### src/rtl/divider_sequencer_pkg.sv
// Shared types and constants for the divider sequencer and its bench.
package divider_sequencer_pkg;

    // Width of the external loadable counter and of the period tally.
    localparam int CNT_W  = 8;
    localparam int PCNT_W = 16;

    // Counter value that ends a period, and the preset used after reset.
    localparam logic [CNT_W-1:0] DEF_TERMINAL = 8'hFF;
    localparam logic [CNT_W-1:0] DEF_PRESET   = 8'h8F;

    // Sequencer states.
    typedef enum logic [1:0] {
        ST_IDLE = 2'd0,
        ST_LOAD = 2'd1,
        ST_RUN  = 2'd2
    } seq_state_t;

endpackage

### src/rtl/divider_sequencer_sat_counter16.sv
// Saturating tally of completed periods; sticks at all-ones instead of wrapping.
module sat_counter16
    import divider_sequencer_pkg::*;
(
    input  logic              clk,
    input  logic              rst,
    input  logic              inc,
    output logic [PCNT_W-1:0] count
);

    localparam logic [PCNT_W-1:0] MAX_COUNT = '1;

    logic [PCNT_W-1:0] count_q;

    // Count up on each increment request until the maximum is reached.
    always_ff @(posedge clk) begin
        if (rst) begin
            count_q <= '0;
        end else if (inc && (count_q != MAX_COUNT)) begin
            count_q <= count_q + 1'b1;
        end
    end

    assign count = count_q;

endmodule

### src/rtl/divider_sequencer.sv
// Sequencer driving an external 8-bit loadable counter as a programmable
// frequency divider. Handshake: a preset transfer happens on any cycle where
// cfg_valid and cfg_ready are both high; cfg_ready is low only in LOAD, and
// cfg_valid may be raised or dropped freely (no hold requirement).
module divider_sequencer
    import divider_sequencer_pkg::*;
#(
    parameter logic [CNT_W-1:0] TERMINAL       = DEF_TERMINAL,
    parameter logic [CNT_W-1:0] DEFAULT_PRESET = DEF_PRESET
) (
    input  logic              clock_oscillator,
    input  logic              pin_name1,
    input  logic              start,
    input  logic              stop,
    input  logic              mode,
    input  logic              cfg_valid,
    input  logic [CNT_W-1:0]  cfg_data,
    output logic              cfg_ready,
    input  logic [CNT_W-1:0]  cnt_q,
    output logic              load_n,
    output logic [CNT_W-1:0]  preset,
    output logic              div_tick,
    output logic              busy,
    output logic [PCNT_W-1:0] period_cnt
);

    seq_state_t       state;
    logic [CNT_W-1:0] shadow;
    logic             transfer;
    logic             term_hit;
    logic             period_done;

    assign transfer    = cfg_valid && cfg_ready;
    // cnt_q only matters in RUN; in LOAD it is still the stale previous value.
    assign term_hit    = (state == ST_RUN) && (cnt_q == TERMINAL);
    // stop wins over terminal detect: an aborted period is not counted.
    assign period_done = term_hit && !stop;

    // FSM with registered outputs; outputs are set together with the state they belong to.
    always_ff @(posedge clock_oscillator) begin
        if (pin_name1) begin
            state     <= ST_IDLE;
            load_n    <= 1'b1;
            preset    <= DEFAULT_PRESET;
            shadow    <= DEFAULT_PRESET;
            div_tick  <= 1'b0;
            busy      <= 1'b0;
            cfg_ready <= 1'b1;
        end else begin
            div_tick <= 1'b0;
            if (transfer) begin
                shadow <= cfg_data;
            end
            case (state)
                ST_IDLE: begin
                    if (start && !stop) begin
                        state     <= ST_LOAD;
                        load_n    <= 1'b0;
                        busy      <= 1'b1;
                        cfg_ready <= 1'b0;
                        // A value accepted this very cycle is used for this load.
                        preset    <= transfer ? cfg_data : shadow;
                    end
                end
                ST_LOAD: begin
                    load_n    <= 1'b1;
                    cfg_ready <= 1'b1;
                    if (stop) begin
                        state <= ST_IDLE;
                        busy  <= 1'b0;
                    end else begin
                        state <= ST_RUN;
                        busy  <= 1'b1;
                    end
                end
                ST_RUN: begin
                    if (stop) begin
                        state     <= ST_IDLE;
                        load_n    <= 1'b1;
                        busy      <= 1'b0;
                        cfg_ready <= 1'b1;
                    end else if (term_hit) begin
                        div_tick <= 1'b1;
                        if (mode) begin
                            state     <= ST_IDLE;
                            load_n    <= 1'b1;
                            busy      <= 1'b0;
                            cfg_ready <= 1'b1;
                        end else begin
                            state     <= ST_LOAD;
                            load_n    <= 1'b0;
                            busy      <= 1'b1;
                            cfg_ready <= 1'b0;
                            preset    <= transfer ? cfg_data : shadow;
                        end
                    end
                end
                default: begin
                    state     <= ST_IDLE;
                    load_n    <= 1'b1;
                    busy      <= 1'b0;
                    cfg_ready <= 1'b1;
                end
            endcase
        end
    end

    sat_counter16 u_period (
        .clk   (clock_oscillator),
        .rst   (pin_name1),
        .inc   (period_done),
        .count (period_cnt)
    );

endmodule

### config.mk
export PLATFORM = sky130hd
export DESIGN_NAME = divider_sequencer
export DESIGN_NICKNAME = d
export VERILOG_FILES = /design/src/rtl/divider_sequencer_pkg.sv /design/src/rtl/divider_sequencer_sat_counter16.sv /design/src/rtl/divider_sequencer.sv
export SDC_FILE = /design/constraint.sdc
export NUM_CORES = 1
export LEC_CHECK = 0
export BUFFER_PORTS_ARGS = -buffer_cell sky130_fd_sc_hd__buf_4
export CAP_MARGIN = 25
export CORE_MARGIN = 3
export CORE_UTILIZATION = 50
export CTS_BUF_LIST = sky130_fd_sc_hd__clkbuf_4 sky130_fd_sc_hd__clkbuf_8
export DETAILED_ROUTE_END_ITERATION = 8
export PLACE_DENSITY = 0.77
export SYNTH_ARGS = -nofsm -noshare
export SYNTH_HDL_FRONTEND = slang
export SYNTH_SLANG_ARGS = --single-unit
### constraint.sdc
create_clock -name clock_oscillator -period 2.25 [get_ports clock_oscillator]
set_input_delay 0.1125 -clock clock_oscillator [delete_from_list [all_inputs] [get_ports clock_oscillator]]
set_output_delay 0.1125 -clock clock_oscillator [all_outputs]
set_load 0.05 [all_outputs]
==> metrics.yaml, run 1 <==
clocking:
  ctsRootBufferMaster: "clkbuf_8"
  cts_setup_buffers: 0
  numCtsBuffers: 5
  cts_hold_buf: 0
  path_clk_slew_ns: 0.07
  clk_latency_ns: 0.28
  cts.path.max_buffers: 2
  clock-sinks: 37
  cts-htree-levels: 2
  cts_tree: "yes"
  cts-resized-gates: 0
setup_path:
  r2r_cells: 6
  path_class: "reg -> reg"
  crit_slowest_cell: "nor4_4"
  crit_arrival_ns: 2.09
  r2r_slack_ns: 0.33
  critPathMaxStageDelay_ns: 0.45
  path_cells: "ha_1 > nand4_2 > nor4_4 > buf_12 > nor4_1 > mux2_1"
  crit_path_end_kind: "flip-flop"
  crit_family: "simple AND/OR/NAND/NOR gates"
  cp.depth: 6
  worstPathMaxFanout: 23
  critPathBufInv: 1
  start_kind: "flip-flop"
  cp.required_ns: 2.42
floorplanning:
  io_pins: 50
  dieWidth_um: 66.6
  design.core.area_mm2: 0.00344
  initial_core_util_pct: 53.4
  rows: 21
  fp.dieH_um: 66.6
  dieArea_mm2: 0.00444
run:
  maxCapViolations: 0
grt:
  antenna_found_initial: 0
  overflow: 0
  grt_max_degree: 42
  grt_pass1_wl_mm: 6.22
  grt_usage_pct: 17.8
  grt_pass1_vias: 1421
logic_synthesis:
  synth.largest_area_cell: "dfxtp_1"
  synth_top_family_by_area: "simple AND/OR/NAND/NOR gates"
  synth_cell_types: 43
  synth_common_cells: "dfxtp_1 (37), a21oi_1 (16), nand2_1 (10), nor2b_1 (10)"
  synth.net_count: 215
  yosys-mux-area-fraction_pct: 9.12
  synth.ff_latch_count: 37
  yosys_warnings: 0
  synth_area_mm2: 0.00184
  synthAdderAreaFrac_pct: 0.681
  async_flop_share_pct: 0
  synth_edf_count: 0
  synth-simple-area-share_pct: 31.0
  synth.area.top_cells: "dfxtp_1 (40%), a21oi_1 (4.4%), o31ai_1 (3.7%)"
  avgSynthCellArea_um2: 9.57
  yosysMostFrequentCell: "dfxtp_1"
  ys_seq_area_share_pct: 40.3
  syn_inst: 192
  synth_xor_area_share_pct: 0
  synth_compound_area_share_pct: 14.6
  synth_ff_type: "dfxtp_1"
  synth_top_cell_area_share_pct: 40.3
timing:
  tightest_slew_ns: 0.566
  tns_ns: 0
  period_needed_ns: 1.92
  setup_viol: 0
  fmax_mhz: 522
  hold_viol: 0
  rsz0062_at_grt: "false"
  relSlewSlack_pct: 61.7
  clock_skew_ns: 0.00633
  slew_violations: 0
  period_share_pct: 85.2
min_path:
  hold_path.class: "in -> reg"
  min_path_cells: 2
placement:
  dp_cells: 277
  place_hpwl_mm: 2.70
  portBuffers: 49
  globalplace.congestion: 0.788
power_and_ir_drop:
  p_seq_share_pct: 47.6
  peakVddDrop_uv: 468
  leakage_nw: 0.933
  p_comb_share_pct: 12.6
  pwr-share-clk_pct: 39.7
  net-switching-power_w: 0.000339
  swShare_pct: 23.0
  p_per_area_mw_per_mm2: 631
  p_int_w: 0.00113
detailed_routing:
  route.met2.wl_mm: 1.84
  top_layer: "met4"
  wirelength_mm: 3.71
  wl_per_cell_um: 13.0
  drc: 0
  wl_met3_um: 149
  wl_met1_mm: 1.70
  dr.pass1.iters: 4
  final_antenna_net_count: 0
  dr_total_vias: 1590
  first_iter_violations: 103
  via_per_inst: 5.58
layout:
  fin_cells: 285
  syn_to_final_growth_pct: 27.0
  nets: 261
  diodes: 0
  drive_above_1_share_pct: 35.6
status:
  outcome: "finished, final reports clean"
-- power groups by stage --
stage                     clock network (W)   logic, W  registers, W
after floorplan                           0  0.0000847      0.000751
after global placement                    0   0.000186      0.000714
after detailed placement                  0   0.000187      0.000715
after CTS                          0.000602   0.000188      0.000700
after global routing               0.000630   0.000202      0.000704
final                              0.000585   0.000186      0.000701
-- path summary, 6_finish.rpt --
check	startpoint	end
setup / recovery	u_period.count[0]$_SDFFE_PP0P_	u_period.count[15]$_SDFFE_PP0P_
hold reg to reg	shadow[4]$_SDFF_PP0_	shadow[4]$_SDFF_PP0_
hold / removal	stop	state[1]$_SDFFE_PP0P_
setup reg to reg	u_period.count[0]$_SDFFE_PP0P_	u_period.count[15]$_SDFFE_PP0P_
-- layout by cell type (no fill, tap or decap), types with 6 or more instances in the layout --
cell and instances:
buf_4 49, dfxtp_1 37, a21oi_1 16, nand2_1 10
nor2b_1 10, nand3_1 9, o31ai_1 9, or4_1 9
nand4_1 8, nor2_1 8, and3_1 7, mux2_2 6
clkbuf_8 6
-- through the flow --
stage | cell area, um2 | power (W) | setup WS [ns] | util, % | hold slack [ns]
finish | 2330 | 0.00147 | 0.333 | 67.8 | 0.0598
floorplan | 1840 | 0.000835 | 0.0342 | - | 0.192
CTS | 2330 | 0.00149 | 0.329 | 67.8 | 0.0463
detailed placement | 2210 | 0.000903 | 0.330 | 64.3 | 0.347
global placement | 2210 | 0.000900 | 0.385 | 64.3 | 0.344
global route | 2330 | 0.00154 | 0.201 | 67.8 | 0.0595
-- worst reg2reg max path: cells and delay by family (launching register included) --
| kind | cells | cell delay (ns) |
|---|---|---|
| AND/OR/NAND/NOR | 3 | 0.66 |
| adder cells (fa/ha/maj) | 1 | 0.24 |
| flip-flops | 1 | 0.39 |
| buffers and inverters | 1 | 0.21 |
| multiplexers | 1 | 0.32 |
-- layout make-up --
class / count / area [um2]
Fill cell: 294 / 1110
Multi-Input combinational cell: 142 / 1020
Sequential cell: 37 / 741
Timing Repair Buffer: 50 / 388
Clock buffer: 7 / 90.1
Tap cell: 46 / 57.6
Clock inverter: 1 / 30.0
Inverter: 2 / 7.51
-- layer usage --
layer / vias up / GRT usage, %
met5: - / 0
met4: 0 / 5.33
met3: 2 / 3.71
met2: 33 / 30.0
met1: 743 / 22.7
li1: 812 / -
-- logic make-up after synthesis --
kind of cell,Yosys count
simple gates,86
buf+inv,13
flops,37
mux,14
compound gates,41
fa+ha+maj,1
-- state kept, by name, indices dropped and copies added, names as in the netlist --
signal	flops
busy	1
preset	8
u_period.count	16
state	2
shadow	8
load_n	1
div_tick	1
No activity file was read; power rests on OpenSTA's default activity.
==> run 2: changes to the inputs <==
Settings changed: PLACE_DENSITY 0.77 to default, PLACE_DENSITY_LB_ADDON from default to 0.25.
==> run 2 against run 1 <==
Net effect: combinational power is essentially flat; clock skew grew 0.0016 ns; register-to-register slack gained 0.06 ns; core utilization shrank 0.15 points; sequential cell count is the same; sequential share of layout area grew 0.068 points; via count grew 1.5%; total power grew 1.3%; global-route usage grew 2.2 points; critical endpoint unchanged.
==> metrics.yaml, run 2 (same netlist as run 1, synthesis figures left out) <==
status:
  outcome: "finished, final reports clean"
timing:
  slew_violations: 0
  clock_skew_ns: 0.00794
  fmax_mhz: 537
  tightest_slew_ns: 0.527
  rsz0062_at_grt: "false"
  tns_ns: 0
  hold_viol: 0
  period_needed_ns: 1.86
  setup_viol: 0
  period_share_pct: 82.7
  relSlewSlack_pct: 64.4
grt:
  grt_usage_pct: 20.0
  grt_pass1_wl_mm: 6.86
  grt_pass1_vias: 1528
  overflow: 0
  antenna_found_initial: 0
  grt_max_degree: 42
setup_path:
  crit_path_end_kind: "flip-flop"
  path_cells: "nor2_2 > nand4_4 > nor4_1 > mux2_1"
  r2r_start: "state[0]$_SDFFE_PP0P_"
  r2r_slack_ns: 0.39
  path_class: "reg -> reg"
  worst_r2r_endpoint: "u_period.count[15]$_SDFFE_PP0P_"
  worstPathMaxFanout: 28
  crit_arrival_ns: 2.04
  start_kind: "flip-flop"
  r2r_cells: 4
  crit_family: "simple AND/OR/NAND/NOR gates"
  crit_slowest_cell: "nor4_1"
  cp.required_ns: 2.43
  critPathMaxStageDelay_ns: 0.43
  critPathBufInv: 0
clocking:
  numCtsBuffers: 5
  ctsRootBufferMaster: "clkbuf_8"
  cts.path.max_buffers: 2
  cts_setup_buffers: 0
  clk_latency_ns: 0.29
  path_clk_slew_ns: 0.07
  cts_hold_buf: 0
  cts-htree-levels: 2
  cts_tree: "yes"
  cts-resized-gates: 0
  clock-sinks: 37
layout:
  nets: 262
  layout_commonest_cell: "buf_4"
  syn_to_final_growth_pct: 26.7
  diodes: 0
  largest_register_ffs: 16
  final_cell_mix: "buf_4 (51), dfxtp_1 (37), a21oi_1 (16), nand2_1 (10), nor2b_1 (10)"
  drive_above_1_share_pct: 35.8
detailed_routing:
  final_antenna_net_count: 0
  via_per_inst: 5.64
  first_iter_violations: 112
  wirelength_mm: 3.93
  wl_per_cell_um: 13.8
  dr.pass1.iters: 4
  dr_total_vias: 1614
  drc: 0
floorplanning:
  io_pins: 50
  dieWidth_um: 66.6
  rows: 21
  design.core.area_mm2: 0.00344
  dieArea_mm2: 0.00444
  fp.dieH_um: 66.6
  initial_core_util_pct: 53.4
min_path:
  min_path_cells: 2
  hold_path_end: "state[1]$_SDFFE_PP0P_"
  worstHoldStart: "stop"
  hold_path.class: "in -> reg"
power_and_ir_drop:
  leakage_nw: 0.936
  power_w: 0.00149
  p_per_area_mw_per_mm2: 640
  peakVddDrop_uv: 399
run:
  maxCapViolations: 0
placement:
  globalplace.congestion: 0.885
  place_hpwl_mm: 2.74
  portBuffers: 49
[run 2: cell type report]
type | instances | area (um2)
clock buffer | 7 | 90.1
clock inverter | 1 | 30.0
fill | 311 | 1110
inverter | 2 | 7.51
multi-input combinational | 142 | 1020
sequential | 37 | 741
tap | 46 | 57.6
timing repair buffer | 51 | 383
[run 2: power breakdown]
| group | internal (W) | switching, W |
|---|---|---|
| logic | 0.0000778 | 0.000110 |
| clock network | 0.000373 | 0.000228 |
| registers | 0.000682 | 0.0000193 |
| total | 0.00113 | 0.000357 |
[run 2: how the worst max path moves through the flow]
| stage | from | to | slack [ns] | cells past startpoint |
|---|---|---|---|---|
| floorplan | u_period.count[0]$_SDFFE_PP0P_ | u_period.count[13]$_SDFFE_PP0P_ | 0.03 | 6 |
| global placement | u_period.count[0]$_SDFFE_PP0P_ | u_period.count[15]$_SDFFE_PP0P_ | 0.45 | 6 |
| detailed placement | u_period.count[0]$_SDFFE_PP0P_ | u_period.count[15]$_SDFFE_PP0P_ | 0.40 | 6 |
| CTS | u_period.count[0]$_SDFFE_PP0P_ | u_period.count[15]$_SDFFE_PP0P_ | 0.40 | 6 |
| global route | state[0]$_SDFFE_PP0P_ | u_period.count[15]$_SDFFE_PP0P_ | 0.22 | 4 |
| finish | state[0]$_SDFFE_PP0P_ | u_period.count[15]$_SDFFE_PP0P_ | 0.39 | 4 |
[run 2: routing by layer]
metal  global-route usage (%)  part of all wire, %  wire length (um)
met5                        0                    0                 0
met4                     7.61                  1.7                68
met2                     33.0                   47              1860
met1                     25.1                   46              1810
met3                     4.72                  4.9               194
[run 2: metrics by stage]
step | worst slack (ns) | instances | cell area [um2] | hold slack, ns | util [%]
2_1_floorplan | 0.0342 | 192 | 1840 | 0.192 | -
3_3_place_gp | 0.449 | 278 | 2210 | 0.345 | 64.2
3_5_place_dp | 0.405 | 278 | 2210 | 0.347 | 64.2
4_1_cts | 0.403 | 286 | 2330 | 0.0476 | 67.6
5_1_grt | 0.219 | 286 | 2330 | 0.0673 | 67.6
6_report | 0.389 | 286 | 2330 | 0.0498 | 67.6
